`src/rtl/div_unit_if.sv`:
```
// Launch/result bundle between the execute stage and the divider.
// The divider drives the HiLo write ports (LO = quotient, HI = remainder).
interface div_unit_if #(parameter int WIDTH = 32);
    logic             start;
    logic             signed_div;
    logic [WIDTH-1:0] dividend;
    logic [WIDTH-1:0] divisor;
    logic             cancel;
    logic             busy;
    logic             done;
    logic             div_zero;
    logic [WIDTH-1:0] wLoData;
    logic             wlo;
    logic [WIDTH-1:0] wHiData;
    logic             whi;

    modport master (
        output start, signed_div, dividend, divisor, cancel,
        input  busy, done, div_zero, wLoData, wlo, wHiData, whi
    );

    modport slave (
        input  start, signed_div, dividend, divisor, cancel,
        output busy, done, div_zero, wLoData, wlo, wHiData, whi
    );
endinterface

```
`src/rtl/div_unit.sv`:
```
// Multi-cycle radix-2 restoring divider for MIPS DIV/DIVU.
// Iterates on magnitudes, then fixes signs; one quotient bit per CALC cycle.
module div_unit #(
    parameter int WIDTH = 32,
    parameter int CNT_W = 6
) (
    input  logic        clk,
    input  logic        rst,
    div_unit_if.slave   bus
);
    typedef enum logic [1:0] {IDLE, CALC, FIX, DONE} state_t;

    state_t           state;
    logic [CNT_W-1:0] cnt;
    logic [WIDTH-1:0] quo;
    logic [WIDTH-1:0] rem;
    logic [WIDTH-1:0] dsr;
    logic             q_neg;
    logic             r_neg;
    logic             busy_r;
    logic             done_r;
    logic             dz_r;
    logic [WIDTH-1:0] lo_r;
    logic [WIDTH-1:0] hi_r;

    logic             sgn_a;
    logic             sgn_b;
    logic [WIDTH-1:0] abs_a;
    logic [WIDTH-1:0] abs_b;
    logic [WIDTH:0]   rem_sh;
    logic [WIDTH:0]   diff;
    logic             ge;
    logic             pulse;

    // |0x80000000| wraps to itself; read as unsigned it is still the right magnitude.
    always_comb begin
        sgn_a  = bus.signed_div & bus.dividend[WIDTH-1];
        sgn_b  = bus.signed_div & bus.divisor[WIDTH-1];
        abs_a  = sgn_a ? -bus.dividend : bus.dividend;
        abs_b  = sgn_b ? -bus.divisor  : bus.divisor;
        rem_sh = {rem, quo[WIDTH-1]};
        diff   = rem_sh - {1'b0, dsr};
        // rem_sh < 2*dsr, so the top bit of the difference is exactly the borrow.
        ge     = ~diff[WIDTH];
    end

    always_ff @(posedge clk or negedge rst) begin
        if (!rst) begin
            state  <= IDLE;
            cnt    <= '0;
            quo    <= '0;
            rem    <= '0;
            dsr    <= '0;
            q_neg  <= 1'b0;
            r_neg  <= 1'b0;
            busy_r <= 1'b0;
            done_r <= 1'b0;
            dz_r   <= 1'b0;
            lo_r   <= '0;
            hi_r   <= '0;
        end else if (state != IDLE && bus.cancel) begin
            state  <= IDLE;
            busy_r <= 1'b0;
            done_r <= 1'b0;
            dz_r   <= 1'b0;
        end else begin
            case (state)
                IDLE: begin
                    if (bus.start && !bus.cancel) begin
                        q_neg  <= sgn_a ^ sgn_b;
                        r_neg  <= sgn_a;
                        quo    <= abs_a;
                        dsr    <= abs_b;
                        rem    <= '0;
                        cnt    <= '0;
                        busy_r <= 1'b1;
                        if (bus.divisor == '0) begin
                            state  <= DONE;
                            done_r <= 1'b1;
                            dz_r   <= 1'b1;
                            lo_r   <= '1;
                            hi_r   <= bus.dividend;
                        end else begin
                            state <= CALC;
                        end
                    end
                end
                CALC: begin
                    // quo doubles as the dividend shifter: MSBs leave, quotient bits enter.
                    rem <= ge ? diff[WIDTH-1:0] : rem_sh[WIDTH-1:0];
                    quo <= {quo[WIDTH-2:0], ge};
                    cnt <= cnt + CNT_W'(1);
                    if (cnt == CNT_W'(WIDTH-1))
                        state <= FIX;
                end
                FIX: begin
                    lo_r   <= q_neg ? -quo : quo;
                    hi_r   <= r_neg ? -rem : rem;
                    done_r <= 1'b1;
                    state  <= DONE;
                end
                DONE: begin
                    state  <= IDLE;
                    busy_r <= 1'b0;
                    done_r <= 1'b0;
                    dz_r   <= 1'b0;
                end
                default: state <= IDLE;
            endcase
        end
    end

    // A flush landing in the DONE cycle must still kill the HiLo write.
    assign pulse        = done_r & ~bus.cancel;
    assign bus.busy     = busy_r;
    assign bus.done     = pulse;
    assign bus.wlo      = pulse;
    assign bus.whi      = pulse;
    assign bus.div_zero = dz_r & ~bus.cancel;
    assign bus.wLoData  = lo_r;
    assign bus.wHiData  = hi_r;
endmodule

```
`src/flat_wrapper.sv`:
```
// flat-port wrapper written by rule: the top's interface ports become plain ports
module div_unit_flat 
#(
    parameter int WIDTH = 32,
    parameter int CNT_W = 6
)
  (clk, rst, bus_start, bus_signed_div, bus_dividend, bus_divisor, bus_cancel, bus_busy, bus_done, bus_div_zero, bus_wLoData, bus_wlo, bus_wHiData, bus_whi);
  div_unit_if #(.WIDTH(WIDTH)) bus_i ();
  input  logic clk;
  input  logic rst;
  input wire logic [$bits(bus_i.start)-1:0] bus_start;
  input wire logic [$bits(bus_i.signed_div)-1:0] bus_signed_div;
  input wire logic [$bits(bus_i.dividend)-1:0] bus_dividend;
  input wire logic [$bits(bus_i.divisor)-1:0] bus_divisor;
  input wire logic [$bits(bus_i.cancel)-1:0] bus_cancel;
  output wire logic [$bits(bus_i.busy)-1:0] bus_busy;
  output wire logic [$bits(bus_i.done)-1:0] bus_done;
  output wire logic [$bits(bus_i.div_zero)-1:0] bus_div_zero;
  output wire logic [$bits(bus_i.wLoData)-1:0] bus_wLoData;
  output wire logic [$bits(bus_i.wlo)-1:0] bus_wlo;
  output wire logic [$bits(bus_i.wHiData)-1:0] bus_wHiData;
  output wire logic [$bits(bus_i.whi)-1:0] bus_whi;
  assign bus_i.start = bus_start;
  assign bus_i.signed_div = bus_signed_div;
  assign bus_i.dividend = bus_dividend;
  assign bus_i.divisor = bus_divisor;
  assign bus_i.cancel = bus_cancel;
  assign bus_busy = bus_i.busy;
  assign bus_done = bus_i.done;
  assign bus_div_zero = bus_i.div_zero;
  assign bus_wLoData = bus_i.wLoData;
  assign bus_wlo = bus_i.wlo;
  assign bus_wHiData = bus_i.wHiData;
  assign bus_whi = bus_i.whi;
  div_unit #(.WIDTH(WIDTH), .CNT_W(CNT_W)) u_core (.clk(clk), .rst(rst), .bus(bus_i));
endmodule
```
`config.mk`:
```
export PLATFORM = sky130hd
export DESIGN_NAME = div_unit_flat
export DESIGN_NICKNAME = d
export VERILOG_FILES = /design/src/rtl/div_unit_if.sv /design/src/rtl/div_unit.sv /design/src/flat_wrapper.sv
export SDC_FILE = /design/constraint.sdc
export NUM_CORES = 1
export LEC_CHECK = 0
export ABC_CLOCK_PERIOD_IN_PS = 2500
export CAP_MARGIN = 40
export CORE_MARGIN = 1
export CORE_UTILIZATION = 50
export DETAILED_ROUTE_END_ITERATION = 12
export MAX_ROUTING_LAYER = met4
export PLACE_DENSITY = 0.75
export SLEW_MARGIN = 10
export SYNTH_ARGS = -nofsm -noshare
export SYNTH_HDL_FRONTEND = slang
export SYNTH_SLANG_ARGS = --single-unit
```
`constraint.sdc`:
```
create_clock -name clk -period 2.5 [get_ports clk]
set_input_delay 0.75 -clock clk [delete_from_list [all_inputs] [get_ports clk]]
set_output_delay 0.75 -clock clk [all_outputs]
set_load 0.01 [all_outputs]
```
==> impl_results.md, run 1 <==
- # rows: 56
- Pwr Total: 24700 uW
- Final max-slew violation count: 0
- Max Cap Viol: 0
- Post-synthesis mux area share: 0.0201
- Critical Path Start Type: register
- Path depth of the worst reg2reg path: 12
- Pwr Density: 1360 nW/um^2
- DR DRC count: 0
- Placed insts: 2083
- ANT nets after route: 0
- CTS tree: yes
- Flop2flop setup slack: -0.43 ns
- Ys flop type: dfrtp_1
- Hold Crit Class: in -> async
- Area of the multi-input gates: 8250 sq um
- # port buffers: 137
- Starting density of the core: 0.510
- Register area: 4340 sq um
- Pin count of the biggest net entering global routing: 69
- Sequential Power Share: 0.215
- Post-synth top area cell: dfrtp_1
- Post-Layout Cell Count: 2176
- Initial antenna violation count: 0
- Flops & latches, synth: 173
- Setup_tns: -30.79 ns
- Synth Area in Simple Gates: 0.191
- Critical path fanouts, max: 6
- Failing checks: negative setup slack
- Compound-cell area share of the yosys netlist: 0.228
- Final Worst Setup Slack: -0.431 ns
- Die width: 157 microns
- H-tree levels: 4
- Vias in the first global route: 11.7k
- Reg-to-reg endpoint: u_core.rem[15]
- Measured slew at the worst slew-check pin: 0.703 ns
- DR pass1 iterations: 7
- Largest family of logic cells by synthesized area: compound AO/OA/AOI/OAI gates
- Clock Tree Buf Depth: 2
- Routability cong.: 0.950
- Number of synthesized flops with an enable pin: 0
- Combinational power share: 0.675
- Status: complete, but fails checks
- Final period utilization: 1.17
- Worst EP required: 2.79 ns
- NumNets Final: 1957
- Worst vdd ir: 0.738 mV
- Slew HR: 0.531
- Post-synthesis cell area: 12000 sq um
- DR vias: 12.6k
- Xor and xnor area share after synthesis: 0.105
- Routed vias/inst: 5.79
- Layout fillers: 1506
- I/O pin count: 138
- Clk network pwr share: 0.110
- Switching part of the total: 0.452
- Core Area: 23500 sq um
- First-pass GRT wire length: 58000 microns
- Dpl hpwl: 25900 microns
- Area delta synth->final: 52.2%
- Root buf cell: clkbuf_16
- CTS Sinks: 173
- Sequential share of the synthesized area: 0.361
- RSZ-0062 raised after global routing: yes
- CP endpoint kind: register
- Share of cells above drive strength 1: 0.293
- Worst-path clk slew: 0.07 ns
- Setup Skew: 0.00932 ns
- Pint: 13500 uW
- Synth top area share: 0.361
- Ant diodes: 0
- F_max: 341 MHz
- Final Setup Violations: 99
- Leakage power: 0.00795 uW
- Crit path arrival time: 3.22 ns
- GRT Overall Usage: 0.309
- Initial DRC Count: 816
- Min Tclk post-route: 2.93 ns
- Post-CTS Hold Fix Bufs: 0
- Syn_area_per_cell: 8.24 sq um
- Clock latency at the later pin of the worst-skew pair: 0.43 ns
- Sw Pwr: 11200 uW
- Pre-CTS setup slack: -1.25 ns
- Synthesis Warnings: 0
- GR Overflow Total: 0
- TritonCTS Buffers: 17
- Area contributors post-synth: dfrtp_1, o21ai_0, nand2_1
- Final hold viol count: 0
- Syn Inst Count: 1453
- Mean routed wirelength per cell: 18.4 microns
- Fraction of registers with async set or reset after synthesis: 1.00
- Die Ht: 157 microns
- Critical path type: reg -> reg
- Die area: 24600 sq um
- Total Wirelength: 40100 microns
- R2R Path Start: u_core.rem[0]
- Post-Synth Adder-Cell Area: 0.0455
- Yosys cell types: 69
- Synthesized Nets: 1565
-- through the flow --
stage | cell area (sq um) | util | hold slack, ns
floorplan | 12200 | - | 0.450
global placement | 15700 | 0.668 | 0.461
detailed placement | 15700 | 0.668 | 0.471
CTS | 17100 | 0.729 | 0.267
global route | 18200 | 0.776 | 0.278
finish | 18200 | 0.776 | 0.253
-- flip-flops by register name, summed over array words and instances (netlist names) --
register and flops:
u_core.bus.wHiData 32, u_core.bus.wLoData 32, u_core.dsr 32, u_core.quo 32, u_core.rem 32, u_core.cnt 6
u_core.state 2, u_core.bus.busy 1, u_core.done_r 1, u_core.dz_r 1, u_core.q_neg 1, u_core.r_neg 1
-- layer usage --
| layer | up-vias | share of wire | global-route usage |
|---|---|---|---|
| met3 | 141 | 0.056 | 0.0451 |
| met2 | 505 | 0.51 | 0.534 |
| met4 | 0 | 0.044 | 0.135 |
| li1 | 5991 | - | - |
| met5 | - | 0 | - |
| met1 | 5966 | 0.39 | 0.355 |
-- how the worst max path moves through the flow --
stage                   startpoint                      to  slack (ns)  cells past startpoint
global route         u_core.rem[0]          u_core.rem[16]       -0.56                     13
CTS                 u_core.quo[31]           u_core.rem[5]       -0.29                     13
global placement    bus_divisor[1]  u_core.bus.wLoData[12]       -1.16                     12
finish               u_core.rem[0]          u_core.rem[15]       -0.43                     12
detailed placement  bus_divisor[1]  u_core.bus.wLoData[13]       -1.25                     12
floorplan           bus_divisor[1]  u_core.bus.wLoData[20]       -0.35                     12
-- repair_timing --
| action | in CTS | in global routing |
|---|---|---|
| pin swaps | 42 | 57 |
| setup buffers | 30 | 21 |
| setup endpoints to repair | 134 | 123 |
| cloned | 9 | 15 |
| resized for setup | 135 | 163 |
-- power groups by stage --
| stage | logic [uW] | registers, uW | clock network (uW) |
|---|---|---|---|
| after floorplan | 8080 | 5090 | 0 |
| after global placement | 12800 | 5130 | 0 |
| after detailed placement | 13200 | 5180 | 0 |
| after CTS | 14300 | 5170 | 2700 |
| after global routing | 18000 | 5420 | 2830 |
| final | 16700 | 5310 | 2710 |
-- cell usage in the layout (no fill, tap or decap), types with 10 or more instances in the layout --
| cell | synthesis | layout |
|---|---|---|
| buf_4 | 9 | 263 |
| nand2_1 | 214 | 210 |
| dfrtp_1 | 173 | 167 |
| o21ai_0 | 173 | 130 |
| clkdlybuf4s50_1 | 0 | 113 |
| a21oi_1 | 98 | 90 |
| xor2_1 | 83 | 82 |
| nor2_1 | 102 | 81 |
| xnor2_1 | 61 | 61 |
| inv_1 | 56 | 53 |
| o21ai_1 | 5 | 34 |
| a31oi_1 | 41 | 34 |
| ha_1 | 42 | 30 |
| clkbuf_16 | 0 | 27 |
| mux2i_1 | 24 | 24 |
| buf_6 | 0 | 19 |
| o31ai_1 | 22 | 18 |
| buf_12 | 0 | 17 |
| nor3_1 | 19 | 16 |
| nor2_2 | 0 | 15 |
| o211ai_1 | 14 | 14 |
| nor2b_1 | 15 | 13 |
| o21ai_2 | 0 | 13 |
| nand3_1 | 33 | 13 |
| a21o_1 | 12 | 12 |
| or3_1 | 13 | 12 |
| dlygate4sd2_1 | 0 | 11 |
| nand4_1 | 10 | 10 |
| nand3_2 | 0 | 10 |
| o41ai_1 | 14 | 10 |
| nand3_4 | 0 | 10 |
| o311ai_4 | 0 | 10 |
-- cells in the mapped netlist (all sizes together), types with 2 or more instances --
cell    instances
a41oi           3
nor4           14
and2            9
xor2           83
o31ai          25
a211oi          4
buf            25
nor2          102
and4b           2
a32oi          11
a31oi          41
nor3b           5
nand2         214
clkbuf         62
a21o           12
o22ai           2
and3            7
nor2b          15
dfrtp         173
a22o            2
a221oi          3
nand2b          8
nor3           22
and4            3
o32ai           3
o311ai         17
nand4          10
ha             42
o21bai          2
xnor2          61
or2             6
nand3          33
inv            57
o211ai         14
a21oi          98
or4            16
o41ai          17
or3            13
a21boi          3
mux2i          24
o21ai         178
-- cell families after synthesis --
| family | count (synthesis) |
|---|---|
| AND/OR/NAND/NOR | 482 |
| adder cells (fa/ha/maj) | 43 |
| buffers and inverters | 144 |
| multiplexers | 24 |
| flip-flops | 173 |
| AO/OA/AOI/OAI | 443 |
| XOR/XNOR | 144 |
-- area by class of cell --
| cell class | instances | area share |
|---|---|---|
| Timing Repair Buffer | 459 | 0.243 |
| Tap cell | 319 | 0.0219 |
| Inverter | 57 | 0.0127 |
| Sequential cell | 173 | 0.238 |
| Multi-Input combinational cell | 1137 | 0.453 |
| Clock buffer | 17 | 0.0233 |
| Clock inverter | 14 | 0.00865 |
-- worst max-delay path, stage by stage, from the launching register on --
cell and delay, ns:
dfrtp_1 0.37, inv_1 0.08, buf_4 0.15, fa_2 0.37
nand2b_4 0.17, a21oi_4 0.20, o21ai_4 0.11, a211oi_4 0.32
nor4_2 0.08, and4b_4 0.45, clkbuf_16 0.19, mux2i_1 0.20
o21ai_1 0.10
No activity file was read; power rests on OpenSTA's default activity.
==> inputs of run 2 (changes only) <==
Settings changed: CORE_MARGIN 1 to unset.
==> results of run 2 <==
The final DEF is identical to that of run 1; final timing and power are the same.
